<file path="config.mk">
export PLATFORM = sky130hd
export DESIGN_NAME = decode
export DESIGN_NICKNAME = d
export VERILOG_FILES = /design/src/rtl/decode_pkg.sv /design/src/rtl/decode_regfile.sv /design/src/rtl/decode.sv
export SDC_FILE = /design/constraint.sdc
export NUM_CORES = 2
export LEC_CHECK = 0
export ABC_CLOCK_PERIOD_IN_PS = 8900
export CAP_MARGIN = 10
export CORE_UTILIZATION = 25
export DETAILED_ROUTE_END_ITERATION = 8
export GPL_TIMING_DRIVEN = 0
export HOLD_SLACK_MARGIN = 0.12
export PLACE_DENSITY = 0.39
export SETUP_SLACK_MARGIN = 0.02
export SLEW_MARGIN = 20
export SYNTH_ARGS = -nofsm -noshare
export SYNTH_HDL_FRONTEND = slang
export SYNTH_SLANG_ARGS = --single-unit
</file>
<file path="constraint.sdc">
create_clock -name clk -period 8.9 [get_ports clk]
set_clock_uncertainty 0.2 [all_clocks]
set_input_delay 1.78 -clock clk [delete_from_list [all_inputs] [get_ports clk]]
set_output_delay 1.78 -clock clk [all_outputs]
set_load 0.03 [all_outputs]
</file>
<file path="src/rtl/decode_pkg.sv">
// ============================================================================
// Module      : decode_pkg
// Description : Opcode/funct constants, ALU and branch encodings and the
//               decoded-control / ID-EX record types shared by the decode stage.
// Revision    : 1.0 - initial release
// ============================================================================
`default_nettype none

package decode_pkg;

    localparam logic [5:0] c_OP_RTYPE = 6'h00;
    localparam logic [5:0] c_OP_J     = 6'h02;
    localparam logic [5:0] c_OP_JAL   = 6'h03;
    localparam logic [5:0] c_OP_BEQ   = 6'h04;
    localparam logic [5:0] c_OP_BNE   = 6'h05;
    localparam logic [5:0] c_OP_ADDI  = 6'h08;
    localparam logic [5:0] c_OP_SLTI  = 6'h0A;
    localparam logic [5:0] c_OP_ANDI  = 6'h0C;
    localparam logic [5:0] c_OP_ORI   = 6'h0D;
    localparam logic [5:0] c_OP_LUI   = 6'h0F;
    localparam logic [5:0] c_OP_LW    = 6'h23;
    localparam logic [5:0] c_OP_SW    = 6'h2B;

    localparam logic [5:0] c_FN_SLL = 6'h00;
    localparam logic [5:0] c_FN_SRL = 6'h02;
    localparam logic [5:0] c_FN_ADD = 6'h20;
    localparam logic [5:0] c_FN_SUB = 6'h22;
    localparam logic [5:0] c_FN_AND = 6'h24;
    localparam logic [5:0] c_FN_OR  = 6'h25;
    localparam logic [5:0] c_FN_SLT = 6'h2A;

    typedef enum logic [3:0] {
        c_ALU_ADD   = 4'd0,
        c_ALU_SUB   = 4'd1,
        c_ALU_AND   = 4'd2,
        c_ALU_OR    = 4'd3,
        c_ALU_SLT   = 4'd4,
        c_ALU_SLL   = 4'd5,
        c_ALU_SRL   = 4'd6,
        c_ALU_PASSB = 4'd7
    } alu_op_e;

    typedef enum logic [1:0] {
        c_BR_NONE = 2'b00,
        c_BR_BEQ  = 2'b01,
        c_BR_BNE  = 2'b10
    } branch_e;

    typedef struct packed {
        logic    valid;
        alu_op_e alu_op;
        logic    alu_src;
        logic    reg_write;
        logic    mem_read;
        logic    mem_write;
        logic    mem_to_reg;
        branch_e branch;
    } ctrl_t;

    localparam ctrl_t c_CTRL_BUBBLE = '{
        valid:      1'b0,
        alu_op:     c_ALU_ADD,
        alu_src:    1'b0,
        reg_write:  1'b0,
        mem_read:   1'b0,
        mem_write:  1'b0,
        mem_to_reg: 1'b0,
        branch:     c_BR_NONE
    };

    typedef struct packed {
        ctrl_t       ctrl;
        logic [31:0] pc;
        logic [31:0] rs_data;
        logic [31:0] rt_data;
        logic [31:0] imm;
        logic [4:0]  rs;
        logic [4:0]  rt;
        logic [4:0]  wreg;
    } idex_t;

    localparam idex_t c_IDEX_BUBBLE = '{
        ctrl:    c_CTRL_BUBBLE,
        pc:      32'd0,
        rs_data: 32'd0,
        rt_data: 32'd0,
        imm:     32'd0,
        rs:      5'd0,
        rt:      5'd0,
        wreg:    5'd0
    };

    function automatic logic [31:0] sext16(input logic [15:0] v);
        return {{16{v[15]}}, v};
    endfunction

endpackage

`default_nettype wire

</file>
<file path="src/rtl/decode_regfile.sv">
// ============================================================================
// Module      : regfile
// Description : 32x32 register file, two combinational read ports, one write
//               port, asynchronous active-low clear, r0 hardwired to zero.
// Revision    : 1.0 - initial release
// ============================================================================
`default_nettype none

module regfile (
    input  logic        clk,
    input  logic        rst_n,
    input  logic [4:0]  raddr1_i,
    input  logic [4:0]  raddr2_i,
    output logic [31:0] rdata1_o,
    output logic [31:0] rdata2_o,
    input  logic        we_i,
    input  logic [4:0]  waddr_i,
    input  logic [31:0] wdata_i
);

    wire [31:0] w_regs [32];

    for (genvar g = 0; g < 32; g++) begin : g_reg
        if (g == 0) begin : g_zero
            assign w_regs[g] = 32'd0;
        end else begin : g_store
            logic [31:0] data_q;
            always_ff @(posedge clk or negedge rst_n) begin
                if (!rst_n) begin
                    data_q <= 32'd0;
                end else if (we_i && (waddr_i == 5'(g))) begin
                    data_q <= wdata_i;
                end
            end
            assign w_regs[g] = data_q;
        end
    end

    assign rdata1_o = w_regs[raddr1_i];
    assign rdata2_o = w_regs[raddr2_i];

endmodule

`default_nettype wire

</file>
<file path="src/rtl/decode.sv">
// ============================================================================
// Module      : decode
// Description : MIPS ID stage: decode, register read, J/JAL redirect, load-use
//               hazard detection and the ID/EX pipeline register.
//               DECODE_WB_BYPASS_EN: forward same-cycle WB data instead of stalling.
// Revision    : 1.0 - initial release
// ============================================================================
`default_nettype none

module decode
    import decode_pkg::*;
(
    input  logic        clk,
    input  logic        rst_n,
    input  logic        flush,
    input  logic [31:0] Pc_IF,
    input  logic [31:0] FetchData_IF,
    input  logic        BranchTaken_EXM1,
    input  logic        RegWrite_WB,
    input  logic [4:0]  WriteReg_WB,
    input  logic [31:0] WriteData_WB,
    output logic        Jump_IDM1,
    output logic [25:0] JumpTgt_IDM1,
    output logic        AnyStall,
    output logic        Valid_EX,
    output logic [31:0] Pc_EX,
    output logic [31:0] RsData_EX,
    output logic [31:0] RtData_EX,
    output logic [31:0] Imm_EX,
    output logic [4:0]  Rs_EX,
    output logic [4:0]  Rt_EX,
    output logic [4:0]  WriteReg_EX,
    output logic [3:0]  AluOp_EX,
    output logic        AluSrc_EX,
    output logic        RegWrite_EX,
    output logic        MemRead_EX,
    output logic        MemWrite_EX,
    output logic        MemToReg_EX,
    output logic [1:0]  Branch_EX
);

    logic [5:0]  w_op, w_funct;
    logic [4:0]  w_rs, w_rt, w_rd, w_shamt;
    logic [15:0] w_imm16;

    assign w_op    = FetchData_IF[31:26];
    assign w_rs    = FetchData_IF[25:21];
    assign w_rt    = FetchData_IF[20:16];
    assign w_rd    = FetchData_IF[15:11];
    assign w_shamt = FetchData_IF[10:6];
    assign w_funct = FetchData_IF[5:0];
    assign w_imm16 = FetchData_IF[15:0];

    ctrl_t       w_ctrl;
    logic [31:0] w_imm;
    logic [4:0]  w_dest;
    logic        w_use_rs, w_use_rt, w_jump, w_shift;

    always_comb begin
        w_ctrl   = c_CTRL_BUBBLE;
        w_imm    = 32'd0;
        w_dest   = 5'd0;
        w_use_rs = 1'b0;
        w_use_rt = 1'b0;
        w_jump   = 1'b0;
        w_shift  = 1'b0;
        case (w_op)
            c_OP_RTYPE: begin
                // all-zero word is the canonical nop and must not issue as sll
                w_ctrl.valid = (FetchData_IF != 32'd0);
                case (w_funct)
                    c_FN_ADD: w_ctrl.alu_op = c_ALU_ADD;
                    c_FN_SUB: w_ctrl.alu_op = c_ALU_SUB;
                    c_FN_AND: w_ctrl.alu_op = c_ALU_AND;
                    c_FN_OR:  w_ctrl.alu_op = c_ALU_OR;
                    c_FN_SLT: w_ctrl.alu_op = c_ALU_SLT;
                    c_FN_SLL: begin w_ctrl.alu_op = c_ALU_SLL; w_shift = 1'b1; end
                    c_FN_SRL: begin w_ctrl.alu_op = c_ALU_SRL; w_shift = 1'b1; end
                    default:  w_ctrl.valid = 1'b0;
                endcase
                w_ctrl.reg_write = 1'b1;
                w_dest   = w_rd;
                w_use_rs = ~w_shift;
                w_use_rt = 1'b1;
                w_imm    = w_shift ? {27'd0, w_shamt} : 32'd0;
            end
            c_OP_ADDI, c_OP_SLTI, c_OP_ANDI, c_OP_ORI, c_OP_LUI: begin
                w_ctrl.valid     = 1'b1;
                w_ctrl.alu_src   = 1'b1;
                w_ctrl.reg_write = 1'b1;
                w_dest   = w_rt;
                w_use_rs = 1'b1;
                w_imm    = sext16(w_imm16);
                case (w_op)
                    c_OP_SLTI: w_ctrl.alu_op = c_ALU_SLT;
                    c_OP_ANDI: begin w_ctrl.alu_op = c_ALU_AND; w_imm = {16'd0, w_imm16}; end
                    c_OP_ORI:  begin w_ctrl.alu_op = c_ALU_OR;  w_imm = {16'd0, w_imm16}; end
                    c_OP_LUI: begin
                        w_ctrl.alu_op = c_ALU_PASSB;
                        w_imm    = {w_imm16, 16'd0};
                        w_use_rs = 1'b0;
                    end
                    default:   w_ctrl.alu_op = c_ALU_ADD;
                endcase
            end
            c_OP_LW: begin
                w_ctrl.valid      = 1'b1;
                w_ctrl.alu_src    = 1'b1;
                w_ctrl.reg_write  = 1'b1;
                w_ctrl.mem_read   = 1'b1;
                w_ctrl.mem_to_reg = 1'b1;
                w_dest   = w_rt;
                w_use_rs = 1'b1;
                w_imm    = sext16(w_imm16);
            end
            c_OP_SW: begin
                w_ctrl.valid     = 1'b1;
                w_ctrl.alu_src   = 1'b1;
                w_ctrl.mem_write = 1'b1;
                w_use_rs = 1'b1;
                w_use_rt = 1'b1;
                w_imm    = sext16(w_imm16);
            end
            c_OP_BEQ, c_OP_BNE: begin
                w_ctrl.valid  = 1'b1;
                w_ctrl.alu_op = c_ALU_SUB;
                w_ctrl.branch = (w_op == c_OP_BEQ) ? c_BR_BEQ : c_BR_BNE;
                w_use_rs = 1'b1;
                w_use_rt = 1'b1;
                w_imm    = sext16(w_imm16);
            end
            c_OP_J: begin
                w_ctrl.valid = 1'b1;
                w_jump       = 1'b1;
            end
            c_OP_JAL: begin
                w_ctrl.valid     = 1'b1;
                w_ctrl.alu_op    = c_ALU_PASSB;
                w_ctrl.alu_src   = 1'b1;
                w_ctrl.reg_write = 1'b1;
                w_dest = 5'd31;
                w_imm  = Pc_IF + 32'd4;
                w_jump = 1'b1;
            end
            default: ;
        endcase
        if (!w_ctrl.valid) begin
            w_ctrl   = c_CTRL_BUBBLE;
            w_imm    = 32'd0;
            w_dest   = 5'd0;
            w_use_rs = 1'b0;
            w_use_rt = 1'b0;
            w_jump   = 1'b0;
        end
        if (w_dest == 5'd0) begin
            w_ctrl.reg_write = 1'b0;
        end
    end

    logic [31:0] w_rf_rs, w_rf_rt, w_rs_data, w_rt_data;

    regfile u_regfile (
        .clk      (clk),
        .rst_n    (rst_n),
        .raddr1_i (w_rs),
        .raddr2_i (w_rt),
        .rdata1_o (w_rf_rs),
        .rdata2_o (w_rf_rt),
        .we_i     (RegWrite_WB),
        .waddr_i  (WriteReg_WB),
        .wdata_i  (WriteData_WB)
    );

    idex_t idex_q, idex_d;
    logic  w_wb_rs, w_wb_rt, w_load_use, w_stall_raw;

    assign w_wb_rs = RegWrite_WB && (WriteReg_WB != 5'd0) && (WriteReg_WB == w_rs);
    assign w_wb_rt = RegWrite_WB && (WriteReg_WB != 5'd0) && (WriteReg_WB == w_rt);

    assign w_load_use = idex_q.ctrl.valid && idex_q.ctrl.mem_read && (idex_q.wreg != 5'd0) &&
                        ((w_use_rs && (w_rs == idex_q.wreg)) || (w_use_rt && (w_rt == idex_q.wreg)));

`ifdef DECODE_WB_BYPASS_EN
    assign w_rs_data   = w_wb_rs ? WriteData_WB : w_rf_rs;
    assign w_rt_data   = w_wb_rt ? WriteData_WB : w_rf_rt;
    assign w_stall_raw = w_load_use;
`else
    assign w_rs_data   = w_rf_rs;
    assign w_rt_data   = w_rf_rt;
    // hold one cycle so the source is read after the WB write has landed
    assign w_stall_raw = w_load_use || (w_wb_rs && w_use_rs) || (w_wb_rt && w_use_rt);
`endif

    assign AnyStall     = w_stall_raw && !BranchTaken_EXM1;
    assign Jump_IDM1    = w_jump && !w_stall_raw && !BranchTaken_EXM1;
    assign JumpTgt_IDM1 = FetchData_IF[25:0];

    always_comb begin
        idex_d = c_IDEX_BUBBLE;
        if (!(flush || BranchTaken_EXM1 || w_stall_raw) && w_ctrl.valid) begin
            idex_d.ctrl    = w_ctrl;
            idex_d.pc      = Pc_IF;
            idex_d.rs_data = w_rs_data;
            idex_d.rt_data = w_rt_data;
            idex_d.imm     = w_imm;
            idex_d.rs      = w_rs;
            idex_d.rt      = w_rt;
            idex_d.wreg    = w_dest;
        end
    end

    always_ff @(posedge clk or negedge rst_n) begin
        if (!rst_n) begin
            idex_q <= c_IDEX_BUBBLE;
        end else begin
            idex_q <= idex_d;
        end
    end

    assign Valid_EX    = idex_q.ctrl.valid;
    assign Pc_EX       = idex_q.pc;
    assign RsData_EX   = idex_q.rs_data;
    assign RtData_EX   = idex_q.rt_data;
    assign Imm_EX      = idex_q.imm;
    assign Rs_EX       = idex_q.rs;
    assign Rt_EX       = idex_q.rt;
    assign WriteReg_EX = idex_q.wreg;
    assign AluOp_EX    = idex_q.ctrl.alu_op;
    assign AluSrc_EX   = idex_q.ctrl.alu_src;
    assign RegWrite_EX = idex_q.ctrl.reg_write;
    assign MemRead_EX  = idex_q.ctrl.mem_read;
    assign MemWrite_EX = idex_q.ctrl.mem_write;
    assign MemToReg_EX = idex_q.ctrl.mem_to_reg;
    assign Branch_EX   = idex_q.ctrl.branch;

endmodule

`default_nettype wire

</file>
# Word-level counts from Yosys, hierarchy flattened
# Index checks and enable logic that the tools add are counted.
# classes
n_addsub,1
order_cmp,2
n_eq_ne,52
mux,35
bitwise_logic,3
n_reduce_logical,71
# op_table
cell,n
32-bit binary-select mux with 5-bit select,2
32-bit two-way mux,5
155-bit two-way mux,1
32-bit one-hot mux with 4 select lines,1
"5-bit equality test, second input constant",16
32-bit one-hot mux with 2 select lines,1
1-bit logical AND,45
"6-bit equality test, second input constant",7
"5-bit by 4-bit equality test with 1-bit output, second input constant",8
"32-bit by 3-bit adder with 32-bit output, second input constant",1
32-bit nonzero test,1
"6-bit by 4-bit equality test with 1-bit output, second input constant",5
"5-bit by 3-bit equality test with 1-bit output, second input constant",4
5-bit equality test,4
"6-bit by 2-bit equality test with 1-bit output, second input constant",3
3-bit one-hot mux with 6 select lines,1
4-bit one-hot mux with 4 select lines,1
8-bit OR reduction,2
5-bit one-hot mux with 3 select lines,1
1-bit two-way mux,14
"6-bit by 3-bit equality test with 1-bit output, second input constant",2
"6-bit >= comparator, second input constant",2
6-bit zero test,2
12-bit two-way mux,1
19 further kinds,34
# word_totals
regBits,1147
input_bits,106
out_inout_bits,183
elab_cells,210

# Longest topological paths before layout
# depth
ltp_word,16
ltp_mapped,9
depth_no_buf,6

# Modules after synthesis
# A second synthesis with hierarchy kept.
# hier_totals
hier_cells,4430
hier_area_um2,60565.6
# modules_own_cells
module,n_inst,cells_each,area_each_um2,seq_area_each_um2
regfile,1,3639,53164.7,24823.8
decode,1,791,7400.8,3828.7

# Worst setup path after synthesis
# OpenSTA, ideal clock, no wires.
# synth_timing
kind,in2out
startpoint,input port FetchData_IF[28]
endpoint,output port AnyStall
arrival_time_ns,3.999
required_ns,6.920
path_slack_ns,2.921
path_stages,9
path_buffers,3
cell_sequence,clkbuf_1 -> or4_4 -> nor3_1 -> and2_1 -> o22ai_1 -> o31ai_2 -> buf_6 -> buf_4 -> nor2b_1
# synth_between
elab_chain_len,10
word_cells_on_any_way,33
classes_between,eq/ne (11); mux (7); reduce/logical (15)
# synth_rtl
element,line,source
"start, declared",decode.sv:17,"input logic [31:0] FetchData_IF,"
"6-bit by 3-bit equality test with 1-bit output, or another cell as far along",decode.sv:67,case (w_op)
"11-bit OR reduction (no source line), or another cell as far along",--,
"1-bit one-hot mux with 2 select lines, or another cell as far along",decode.sv:67,
1-bit two-way mux,decode.sv:147,if (!w_ctrl.valid) begin
1-bit logical AND,decode.sv:181,((w_use_rs && (w_rs == idex_q.wreg)) || (w_use_rt && (w_rt == idex_q.wreg)));
1-bit logical OR,decode.sv:181,
1-bit logical AND,decode.sv:180,assign w_load_use = idex_q.ctrl.valid && idex_q.ctrl.mem_read && (idex_q.wreg != 5'd0) &&
1-bit logical OR,decode.sv:191,assign w_stall_raw = w_load_use || (w_wb_rs && w_use_rs) || (w_wb_rt && w_use_rt);
1-bit logical OR *,decode.sv:191,
1-bit logical AND *,decode.sv:194,assign AnyStall = w_stall_raw && !BranchTaken_EXM1;
"end, declared",decode.sv:24,"output logic AnyStall,"
# Mark *: on every way between the ends. The rest lies on a longest branch, timed or not.

# Final worst setup path
# layout_timing
startpoint,input port WriteReg_WB[0]
endpoint,output port AnyStall
# layout_between
elab_chain_len,7
word_cells_on_any_way,11
classes_between,eq/ne (2); reduce/logical (9)
# layout_rtl
element,line,source
"start, declared",decode.sv:20,"input logic [4:0] WriteReg_WB,"
5-bit nonzero test,"decode.sv:177, decode.sv:178",
1-bit logical AND,"decode.sv:177, decode.sv:178",
1-bit logical AND,decode.sv:177,assign w_wb_rs = RegWrite_WB && (WriteReg_WB != 5'd0) && (WriteReg_WB == w_rs);
1-bit logical AND,decode.sv:191,
1-bit logical OR,decode.sv:191,
1-bit logical OR *,decode.sv:191,
1-bit logical AND *,decode.sv:194,
# Marked as above.

==> flow_summary.ini <==
[route]
drt-pass1-iter-count = 6
wirelength_um = 286000
wl_per_cell_um = 36.8
via_count = 42500
ant_nets = 0
via_per_inst = 5.48
initialDrtViolationCount = 4332
remaining_drc_errors = 0

[global_route]
met2_usage = 0.358
grt_usage = 0.236
grt_pass1_wl_um = 391000
grtUsageMet1 = 0.324
grt_max_degree = 132
grt_pass1_vias = 44000
grtUsageMet3 = 0.0583
antenna_found_initial = 17
grt_remaining_overflow = 0
top_usage_layer = met2

[clock_tree]
insertion_delay_ns = 0.82
clkSlewWorstSetupHoldPaths_ns = 0.05
post_cts_buffers = 0
cts_resized = 0
numCtsBuffers = 145
root_buffer = clkbuf_16
tritoncts = done
holdBufCountCts = 0
ctsHtreeMaxLevel = 4
clockBufferDepth = 3
cts.sinks = 1145

[synthesis]
seq_area_frac_synth = 0.481
synth.area.top_cells = dfrtp_1 48%, mux2_2 20%, mux4_2 17%, a221oi_1 2.1%, clkbuf_1 1.8%
synth_edf_count = 0
yosysMostFrequentCell = dfrtp_1
syn-num-nets = 4167
yosys.area.top_type = dfrtp_1
syn_area_per_cell_um2 = 14.7
async_flop_share = 1.00
synth_top_area_frac = 0.481
ys_warn_count = 0
yosys_register_bits = 1145
synth_cell_types = 66
synthCells = 4060
ys_top_cells_by_count = 1,145 x dfrtp_1, 1,041 x mux2_2, 448 x mux4_2, 287 x clkbuf_1, 146 x a221oi_1
synth_ff_type = dfrtp_1
syn_area_um2 = 59600

[critical_path]
crit_chain = clkbuf_1, or2_1, o41ai_1, nor4_1, nor2_1, o31ai_2, buf_6, buf_4, nor2b_1, clkdlybuf4s50_1
cp_data_arrival_time_ns = 6.07
slowest_delay_ns = 0.93
start_kind = primary input
worstPathRequired_ns = 6.92
r2r_slack_ns = 5.16
reg2reg_depth = 8
cp_max_fo = 10
cp-end-kind = primary output
slowest_stage = o31ai_2
r2r_start = WriteReg_EX[1]
path_class = primary input to primary output
rr_endpoint = RsData_EX[23]

[floorplan]
start_util = 0.252
die_width_um = 490
io-pin-count = 289
dieArea_um2 = 240000
die_height_um = 490
rows = 178
core_um2 = 236000

[sta]
rsz0062_at_grt = no
period_share = 0.905
setup_viol = 0
slew_violations = 0
worst_slew_pin_slew_ns = 1.31
hold_slack_ns = 0.323
slew_headroom = 0.126
fin_ws_ns = 0.849
finalHoldViolCount = 0
fin_crit_ns = 8.05
finalSetupTns_ns = 0
max_freq_ghz = 0.124

[finish]
layoutNonFillerInstCount = 7767
nFillCells = 23700
multi_input_area_um2 = 28800
areaGrowthSynthToFinish_pct = 20.6
fin_util = 0.304
drive_above_1_share = 0.464
nets = 4608
regArea_um2 = 28700

[min_path]
worstHoldStart = u_regfile.g_reg[14].g_store.data_q[6]
holdPathEnd = u_regfile.g_reg[14].g_store.data_q[6]
min_path_cells = 1
hp-class = flip-flop to flip-flop

[place]
portBuffers = 273
post-dp-hpwl_um = 195000
post-place-cells = 7503
place_congestion = 0.874
place_ws_ns = 0.906

[outcome]
outcome = finished, final reports clean

[power]
peakVddDrop_v = 0.000224
power_density_nw_per_um2 = 222
leakage_nw = 29.3

[run]
drv_cap = 0
==> cell usage in the layout, fill, tap and decap left out, types with 33 or more instances in the layout <==
master              n
clkbuf_1          207
and3_1             38
clkbuf_16         149
a221oi_1          146
dfrtp_1          1145
a2111oi_2          64
clkdlybuf4s50_1   272
buf_2             115
nand2_1            34
buf_4              37
xnor2_1            37
clkbuf_8           33
mux4_2            448
nor2_1            110
nor3_2             49
a22oi_1           107
inv_1              43
clkbuf_2          112
nor3_1             78
mux2_2           1041
==> power breakdown <==
part | switching [mW] | total [mW] | leakage, nW | internal (mW)
Clock | 2.53 | 6.10 | 2.36 | 3.57
Sequential | 0.694 | 6.80 | 14.8 | 6.10
Combinational | 1.39 | 3.06 | 12.2 | 1.68
==> metrics by stage <==
stage,cell area (µm²),total power [mW]
after floorplan,59600,8.73
after global placement,66300,9.88
after detailed placement,67000,9.91
after CTS,71800,16.1
after global routing,71800,16.6
final,71900,16.0
==> layer usage <==
metal	share of wire	routed length, µm
met5	0.000084	24
met4	0.036	10200
met3	0.078	22300
met2	0.45	128000
met1	0.44	125000
==> kinds of logic (layout without fill, tap and decap cells) <==
logic type / after synthesis / in the layout / share of synthesized area
multiplexers: 1505 / 1505 / 0.369
flip-flops: 1145 / 1145 / 0.481
buffers and inverters: 514 / 1060 / 0.0366
AO/OA/AOI/OAI: 430 / 430 / 0.0670
AND/OR/NAND/NOR: 418 / 418 / 0.0396
XOR/XNOR: 46 / 46 / 0.00676
adder cells (fa/ha/maj): 1 / 1 / 0.000210
other: 1 / 12 / 0.0000629
==> critical path: cells and delay by family <==
kind | cells | cell delay [ns]
buffers and inverters | 4 | 2.05
AND/OR/NAND/NOR | 4 | 1.15
AO/OA/AOI/OAI | 2 | 1.08
==> state kept, by name, summed over array words and instances, names as in the netlist <==
name,cells
Rs_EX,5
Pc_EX,32
WriteReg_EX,5
u_regfile.g.g_store.data_q,992
Valid_EX,1
AluOp_EX,3
MemWrite_EX,1
RegWrite_EX,1
MemRead_EX,1
AluSrc_EX,1
RtData_EX,32
RsData_EX,32
Imm_EX,32
Branch_EX,2
Rt_EX,5
==> area by class of cell <==
type / instances / area share
Antenna cell: 11 / 0.000383
Buffer: 469 / 0.0307
Clock buffer: 208 / 0.0596
Clock inverter: 44 / 0.00719
Inverter: 45 / 0.00235
Multi-Input combinational cell: 2401 / 0.401
Sequential cell: 1145 / 0.399
Tap cell: 3150 / 0.0548
Timing Repair Buffer: 294 / 0.0455
==> worst max path at each step <==
stage	startpoint	to	slack (ns)	depth (start not counted)
2_1_floorplan	FetchData_IF[28]	AnyStall	2.92	9
3_3_place_gp	rst_n	u_regfile.g_reg[24].g_store.data_q[16]	-51.91	1
3_5_place_dp	FetchData_IF[17]	AnyStall	0.91	10
4_1_cts	FetchData_IF[17]	AnyStall	0.89	10
5_1_grt	FetchData_IF[29]	AnyStall	0.75	10
6_report	WriteReg_WB[0]	AnyStall	0.85	10
(Power assumes the default switching activity.)
